===== config.mk =====
export PLATFORM = sky130hd
export DESIGN_NAME = payload_nfa_chain_flat
export DESIGN_NICKNAME = d
export VERILOG_FILES = /design/src/rtl/payload_engine_pkg.sv /design/src/rtl/payload_nfa_chain_if.sv /design/src/rtl/payload_nfa_state.sv /design/src/rtl/payload_nfa_chain.sv /design/src/flat_wrapper.sv
export SDC_FILE = /design/constraint.sdc
export NUM_CORES = 1
export LEC_CHECK = 0
export ABC_AREA = 1
export CORE_MARGIN = 5
export CORE_UTILIZATION = 21
export CTS_CLUSTER_SIZE = 28
export DETAILED_ROUTE_END_ITERATION = 8
export GPL_TIMING_DRIVEN = 0
export PLACE_DENSITY = 0.82
export SYNTH_ARGS = -nofsm -noshare
export SYNTH_HDL_FRONTEND = slang
export SYNTH_SLANG_ARGS = --single-unit

===== constraint.sdc =====
create_clock -name clk -period 0.92 [get_ports clk]
set_input_delay 0.184 -clock clk [delete_from_list [all_inputs] [get_ports clk]]
set_output_delay 0.184 -clock clk [all_outputs]
set_load 0.005 [all_outputs]

===== src/rtl/payload_engine_pkg.sv =====
// Shared constants and helpers for the payload engine matchers.
package payload_engine_pkg;

  // Start-injection modes for the NFA chain
  localparam int ANCHOR_NONE = 0;
  localparam int ANCHOR_SOD  = 1;
  localparam int ANCHOR_LINE = 2;

  function automatic int clog2_min1(input int n);
    return (n <= 2) ? 1 : $clog2(n);
  endfunction

endpackage


===== src/rtl/payload_nfa_chain_if.sv =====
// Byte-stream input and match outputs of one NFA rule instance.
interface payload_nfa_chain_if #(
  parameter int NUM_CLASSES = 64,
  parameter int OFF_W       = 16
);
  // en qualifies class_vec as one byte; there is no ready, the matcher accepts every byte.
  logic                   en;
  logic [NUM_CLASSES-1:0] class_vec;
  logic                   match;
  logic                   match_pulse;
  logic [OFF_W-1:0]       match_end;

  modport master (output en, class_vec, input match, match_pulse, match_end);
  modport slave  (input en, class_vec, output match, match_pulse, match_end);
endinterface


===== src/rtl/payload_nfa_state.sv =====
// One NFA state cell: advances on en, cleared asynchronously by rst.
module payload_nfa_state (
  input  logic clk,
  input  logic rst,
  input  logic en,
  input  logic cls_hit,
  input  logic pred_act,
  input  logic loop_en,
  output logic q
);
  logic q_q, q_d;

  always_comb q_d = cls_hit & (pred_act | (loop_en & q_q));

  always_ff @(posedge clk or posedge rst) begin
    if (rst)     q_q <= 1'b0;
    else if (en) q_q <= q_d;
  end

  assign q = q_q;
endmodule


===== src/rtl/payload_nfa_chain.sv =====
// Linear-NFA payload matcher with sticky match, match pulse and match-end offset.
// PAYLOAD_NFA_OFFSET_EN builds the byte counter and match_end; otherwise match_end is 0.
module payload_nfa_chain
  import payload_engine_pkg::*;
#(
  parameter int                            NUM_CLASSES = 64,
  parameter int                            NUM_STATES  = 8,
  parameter int                            CW          = clog2_min1(NUM_CLASSES),
  parameter logic [NUM_STATES*CW-1:0]      CLASS_SEL   = '0,
  parameter logic [NUM_STATES-1:0]         LOOP_MASK   = '0,
  parameter logic [NUM_STATES-1:0]         OPT_MASK    = '0,
  parameter int                            ANCHOR      = ANCHOR_NONE,
  parameter int                            NL_CLASS    = 0,
  parameter int                            OFF_W       = 16
) (
  input  logic              clk,
  input  logic              sod,
  payload_nfa_chain_if.slave bus
);
  localparam logic [CW-1:0] NL_IDX = NL_CLASS[CW-1:0];

  logic [NUM_STATES-1:0] q;
  logic [NUM_STATES:0]   act;   // act[0] is the start term, act[i+1] belongs to state i
  logic                  start;
  logic                  hit;
  logic                  first_q, first_d;
  logic                  nl_prev_q, nl_prev_d;
  logic                  match_q, match_d;
  logic                  match_pulse_q, match_pulse_d;

  always_comb begin
    if (ANCHOR == ANCHOR_SOD)       start = first_q;
    else if (ANCHOR == ANCHOR_LINE) start = first_q | nl_prev_q;
    else                            start = 1'b1;
  end

  always_comb begin
    act    = '0;
    act[0] = start;
    for (int i = 0; i < NUM_STATES; i++)
      act[i+1] = q[i] | (OPT_MASK[i] & act[i]);
  end

  for (genvar g = 0; g < NUM_STATES; g++) begin : g_state
    payload_nfa_state u_state (
      .clk      (clk),
      .rst      (sod),
      .en       (bus.en),
      .cls_hit  (bus.class_vec[CLASS_SEL[g*CW +: CW]]),
      .pred_act (act[g]),
      .loop_en  (LOOP_MASK[g]),
      .q        (q[g])
    );
  end

  assign hit = act[NUM_STATES];

  always_comb begin
    first_d       = bus.en ? 1'b0 : first_q;
    nl_prev_d     = bus.en ? bus.class_vec[NL_IDX] : nl_prev_q;
    match_d       = match_q | hit;
    match_pulse_d = hit & ~match_q;
  end

  always_ff @(posedge clk or posedge sod) begin
    if (sod) begin
      first_q       <= 1'b1;
      nl_prev_q     <= 1'b0;
      match_q       <= 1'b0;
      match_pulse_q <= 1'b0;
    end else begin
      first_q       <= first_d;
      nl_prev_q     <= nl_prev_d;
      match_q       <= match_d;
      match_pulse_q <= match_pulse_d;
    end
  end

  assign bus.match       = match_q;
  assign bus.match_pulse = match_pulse_q;

`ifdef PAYLOAD_NFA_OFFSET_EN
  logic [OFF_W-1:0] byte_cnt_q, byte_cnt_d;
  logic [OFF_W-1:0] match_end_q, match_end_d;

  // match_end takes the pre-increment count, so a byte on the detection edge does not shift it
  always_comb begin
    byte_cnt_d  = (bus.en && (byte_cnt_q != '1)) ? byte_cnt_q + 1'b1 : byte_cnt_q;
    match_end_d = (hit & ~match_q) ? byte_cnt_q : match_end_q;
  end

  always_ff @(posedge clk or posedge sod) begin
    if (sod) begin
      byte_cnt_q  <= '0;
      match_end_q <= '0;
    end else begin
      byte_cnt_q  <= byte_cnt_d;
      match_end_q <= match_end_d;
    end
  end

  assign bus.match_end = match_end_q;
`else
  assign bus.match_end = '0;
`endif
endmodule


===== src/flat_wrapper.sv =====
// flat-port wrapper written by rule: the top's interface ports become plain ports
module payload_nfa_chain_flat import payload_engine_pkg::*;
#(
  parameter int                            NUM_CLASSES = 64,
  parameter int                            NUM_STATES  = 8,
  parameter int                            CW          = clog2_min1(NUM_CLASSES),
  parameter logic [NUM_STATES*CW-1:0]      CLASS_SEL   = '0,
  parameter logic [NUM_STATES-1:0]         LOOP_MASK   = '0,
  parameter logic [NUM_STATES-1:0]         OPT_MASK    = '0,
  parameter int                            ANCHOR      = ANCHOR_NONE,
  parameter int                            NL_CLASS    = 0,
  parameter int                            OFF_W       = 16
)
  (clk, sod, bus_en, bus_class_vec, bus_match, bus_match_pulse, bus_match_end);
  payload_nfa_chain_if #(.NUM_CLASSES(NUM_CLASSES), .OFF_W(OFF_W)) bus_i ();
  input  logic clk;
  input  logic sod;
  input wire logic [$bits(bus_i.en)-1:0] bus_en;
  input wire logic [$bits(bus_i.class_vec)-1:0] bus_class_vec;
  output wire logic [$bits(bus_i.match)-1:0] bus_match;
  output wire logic [$bits(bus_i.match_pulse)-1:0] bus_match_pulse;
  output wire logic [$bits(bus_i.match_end)-1:0] bus_match_end;
  assign bus_i.en = bus_en;
  assign bus_i.class_vec = bus_class_vec;
  assign bus_match = bus_i.match;
  assign bus_match_pulse = bus_i.match_pulse;
  assign bus_match_end = bus_i.match_end;
  payload_nfa_chain #(.NUM_CLASSES(NUM_CLASSES), .NUM_STATES(NUM_STATES), .CW(CW), .CLASS_SEL(CLASS_SEL), .LOOP_MASK(LOOP_MASK), .OPT_MASK(OPT_MASK), .ANCHOR(ANCHOR), .NL_CLASS(NL_CLASS), .OFF_W(OFF_W)) u_core (.clk(clk), .sod(sod), .bus(bus_i));
endmodule

==> impl_metrics.csv <==
group,metric,value,unit
global_route,grt_pass1_wl,1410,microns
global_route,grt-ovfl-total,0,
critical_path,cp-end-kind,"output port",
die,core-area,2280,sq um
critical_path,slowest_stage,"dfrtp_1",
critical_path,cp_top_family,"flip-flops",
drt,vias,366,
global_route,groute.layer.met2.usage,0.0811,
layout,seq_area,250,sq um
power_and_ir_drop,switching_share,0.231,
clock_tree,clock_path_buffers,2,
critical_path,crit_type,"flop to output port",
global_route,antenna_found_initial,0,
layout,utilization,0.286,
drt,drc,0,
global_route,grt_pass1_vias,352,
placement,io_buffers,3,
layout,fillers,256,
timing,setup_viol,1,
synthesis,yosysTopAreaCell,"dfrtp_1",
placement,place_congestion,0.652,
synthesis,ys_seq_elements,10,
die,initial_utilization,0.224,
timing,layout_setup_ws,-0.0161,ns
die,die_area,3520,sq um
drt,ant_nets,0,
power_and_ir_drop,p_per_area,1380,nW/um^2
timing,fmax,1.07,GHz
flow_run,cap_viol_max_count,0,
layout,final_layout_size_suffix_gt1_frac,0.325,
critical_path,cp_max_fo,2,
power_and_ir_drop,combPwrFrac,0.159,
timing,hold_violations,0,
clock_tree,clock-root-buffer,"clkbuf_4",
global_route,met1_usage,0.0618,
drt,routed_wl,839,microns
power_and_ir_drop,p_sw,208,uW
layout,fin_area,652,sq um
layout,layout.nets,149,
timing,finalCritPeriodShare,1.02,
synthesis,yosysTopAreaCellShare,0.490,
global_route,grtUsageMet3,0.0392,
layout,syn_to_final_growth,27.7,%
timing,min_period,0.936,ns
power_and_ir_drop,p_seq_frac,0.527,
layout,mostFrequentLayoutCells,"17 x nand2_1, 17 x buf_4, 16 x conb_1",
power_and_ir_drop,p_int,691,uW
critical_path,worst_ep_arrival_time,0.75,ns
placement,placed_cell_area,632,sq um
timing,rsz0062_at_grt,"true",
clock_tree,cts_tree,"built",
power_and_ir_drop,power_frac_clock,0.314,
global_route,grt-busiest-layer,"met2",
layout,finalNonFillerCells,108,
clock_tree,cts_made_buffers,3,
global_route,track_usage,0.0551,
placement,placedCellCount,104,
drt,drt_pre_antenna_iters,2,
synthesis,synth_area_per_cell,8.80,sq um
critical_path,critPathLaunchType,"flop",
critical_path,required,0.74,ns
drt,dr.first_iter.drc_count,7,
critical_path,critPathMaxStageDelay,0.37,ns
critical_path,path_cells,"buf_2",
clock_tree,htree_levels,1,
timing,maxSlewViolCount,0,
clock_tree,cts_sinks,10,
critical_path,critical_path_buf_inv_count,1,
run_status,failed_checks,"negative setup slack",
timing,finClkSkew,0.00346,ns
power_and_ir_drop,power,899,uW
clock_tree,clk_pin_slew,0.06,ns
placement,dpl.hpwl,661,microns
synthesis,syn_area,510,sq um
drt,wl_per_cell,7.77,microns
layout,multi_input_area,169,sq um
power_and_ir_drop,leakage,0.405,nW
synthesis,synth_cell_type_count,11,
placement,place_ws,-0.114,ns
synthesis,netlist_instances,58,
drt,via_per_inst,3.39,
synthesis,ys_seq_area_frac,0.490,
run_status,status,"complete, but fails checks",
clock_tree,clkLatencyLatePin,0.26,ns
layout,diodes,0,
die,rows,17,
die,die_w,59.3,microns
die,die_h,59.3,microns
power_and_ir_drop,peakVddDrop,0.669,mV
die,num_io_pins,85,
global_route,grt_max_degree,11,
synthesis,synth_warnings,0,
hold_path,hp-class,"primary input to flop",
synthesis,synthTopCellsByArea,"dfrtp_1 49%, buf_4 24%, nand2_1 13%",
sequential cells by signal, indices dropped and copies added (netlist names):
| register | count |
|---|---|
| u_core.bus.match | 1 |
| u_core.bus.match_pulse | 1 |
| u_core.g_state.u_state.q | 8 |
worst min-delay path, cell delays in order:
cell	delay, ns
buf_6	0.11
nand2_1	0.05
nand2_1	0.06
metal layers:
layer | routed length (microns) | vias to the layer above | part of all wire
li1 | - | 190 | -
met1 | 347 | 158 | 0.41
met2 | 381 | 18 | 0.45
met3 | 110 | 0 | 0.13
met4 | 0 | 0 | 0
met5 | 0 | - | 0
metrics by stage:
step,hold WS (ns),setup TNS [ns]
after detailed placement,0.437,-0.170
after CTS,0.177,-0.0332
final,0.177,-0.0161
after floorplan,0.0242,0
after global routing,0.184,-0.0944
after global placement,0.428,-0.160
Yosys cell counts:
cell type / number
dfrtp_1: 10
clkbuf_2: 1
conb_1: 1
inv_2: 1
buf_6: 1
buf_4: 16
or2_2: 1
nand3_1: 7
nor2_1: 1
nand2_1: 17
inv_1: 2
cells by family (layout without fill, tap and decap cells):
group                  Yosys count  in the layout  synth area share
and+or+nand+nor                 26             26             0.213
buffers and inverters           21             28             0.289
DFF                             10             10             0.490
other                            1             16           0.00735
area by class of cell:
cell class | count | area share
Clock buffer | 3 | 0.0345
Buffer | 18 | 0.209
Inverter | 3 | 0.0173
Sequential cell | 10 | 0.384
Multi-Input combinational cell | 42 | 0.259
Timing Repair Buffer | 4 | 0.0422
Tap cell | 28 | 0.0537
final timing paths:
kind                                             startpoint                           to  slack (ns)  depth (start not counted)
worst max-delay path                       u_core.bus.match                    bus_match       -0.02                          1
worst min-delay path                                 bus_en  u_core.g_state[0].u_state.q        0.18                          3
worst max register to register             u_core.bus.match             u_core.bus.match        0.04                          2
worst min register to register  u_core.g_state[0].u_state.q  u_core.g_state[0].u_state.q        0.47                          2
max in group asynchronous                               sod       u_core.bus.match_pulse        0.44                          2
min in group asynchronous                               sod  u_core.g_state[3].u_state.q        0.21                          2
power groups by stage:
stage	Clock (mW)	Combinational, mW	Sequential, mW
floorplan	0	0.106	0.481
global route	0.318	0.163	0.477
detailed placement	0	0.137	0.483
finish	0.282	0.143	0.474
CTS	0.296	0.142	0.473
global placement	0	0.133	0.482
repair_timing:
item                       4_1_cts  5_1_grt
pin swaps                        0        0
buffers inserted                 1        0
setup endpoints to repair        2        3
resized for setup                8        0
hold buffers                     0        0
(Power assumes the default switching activity.)
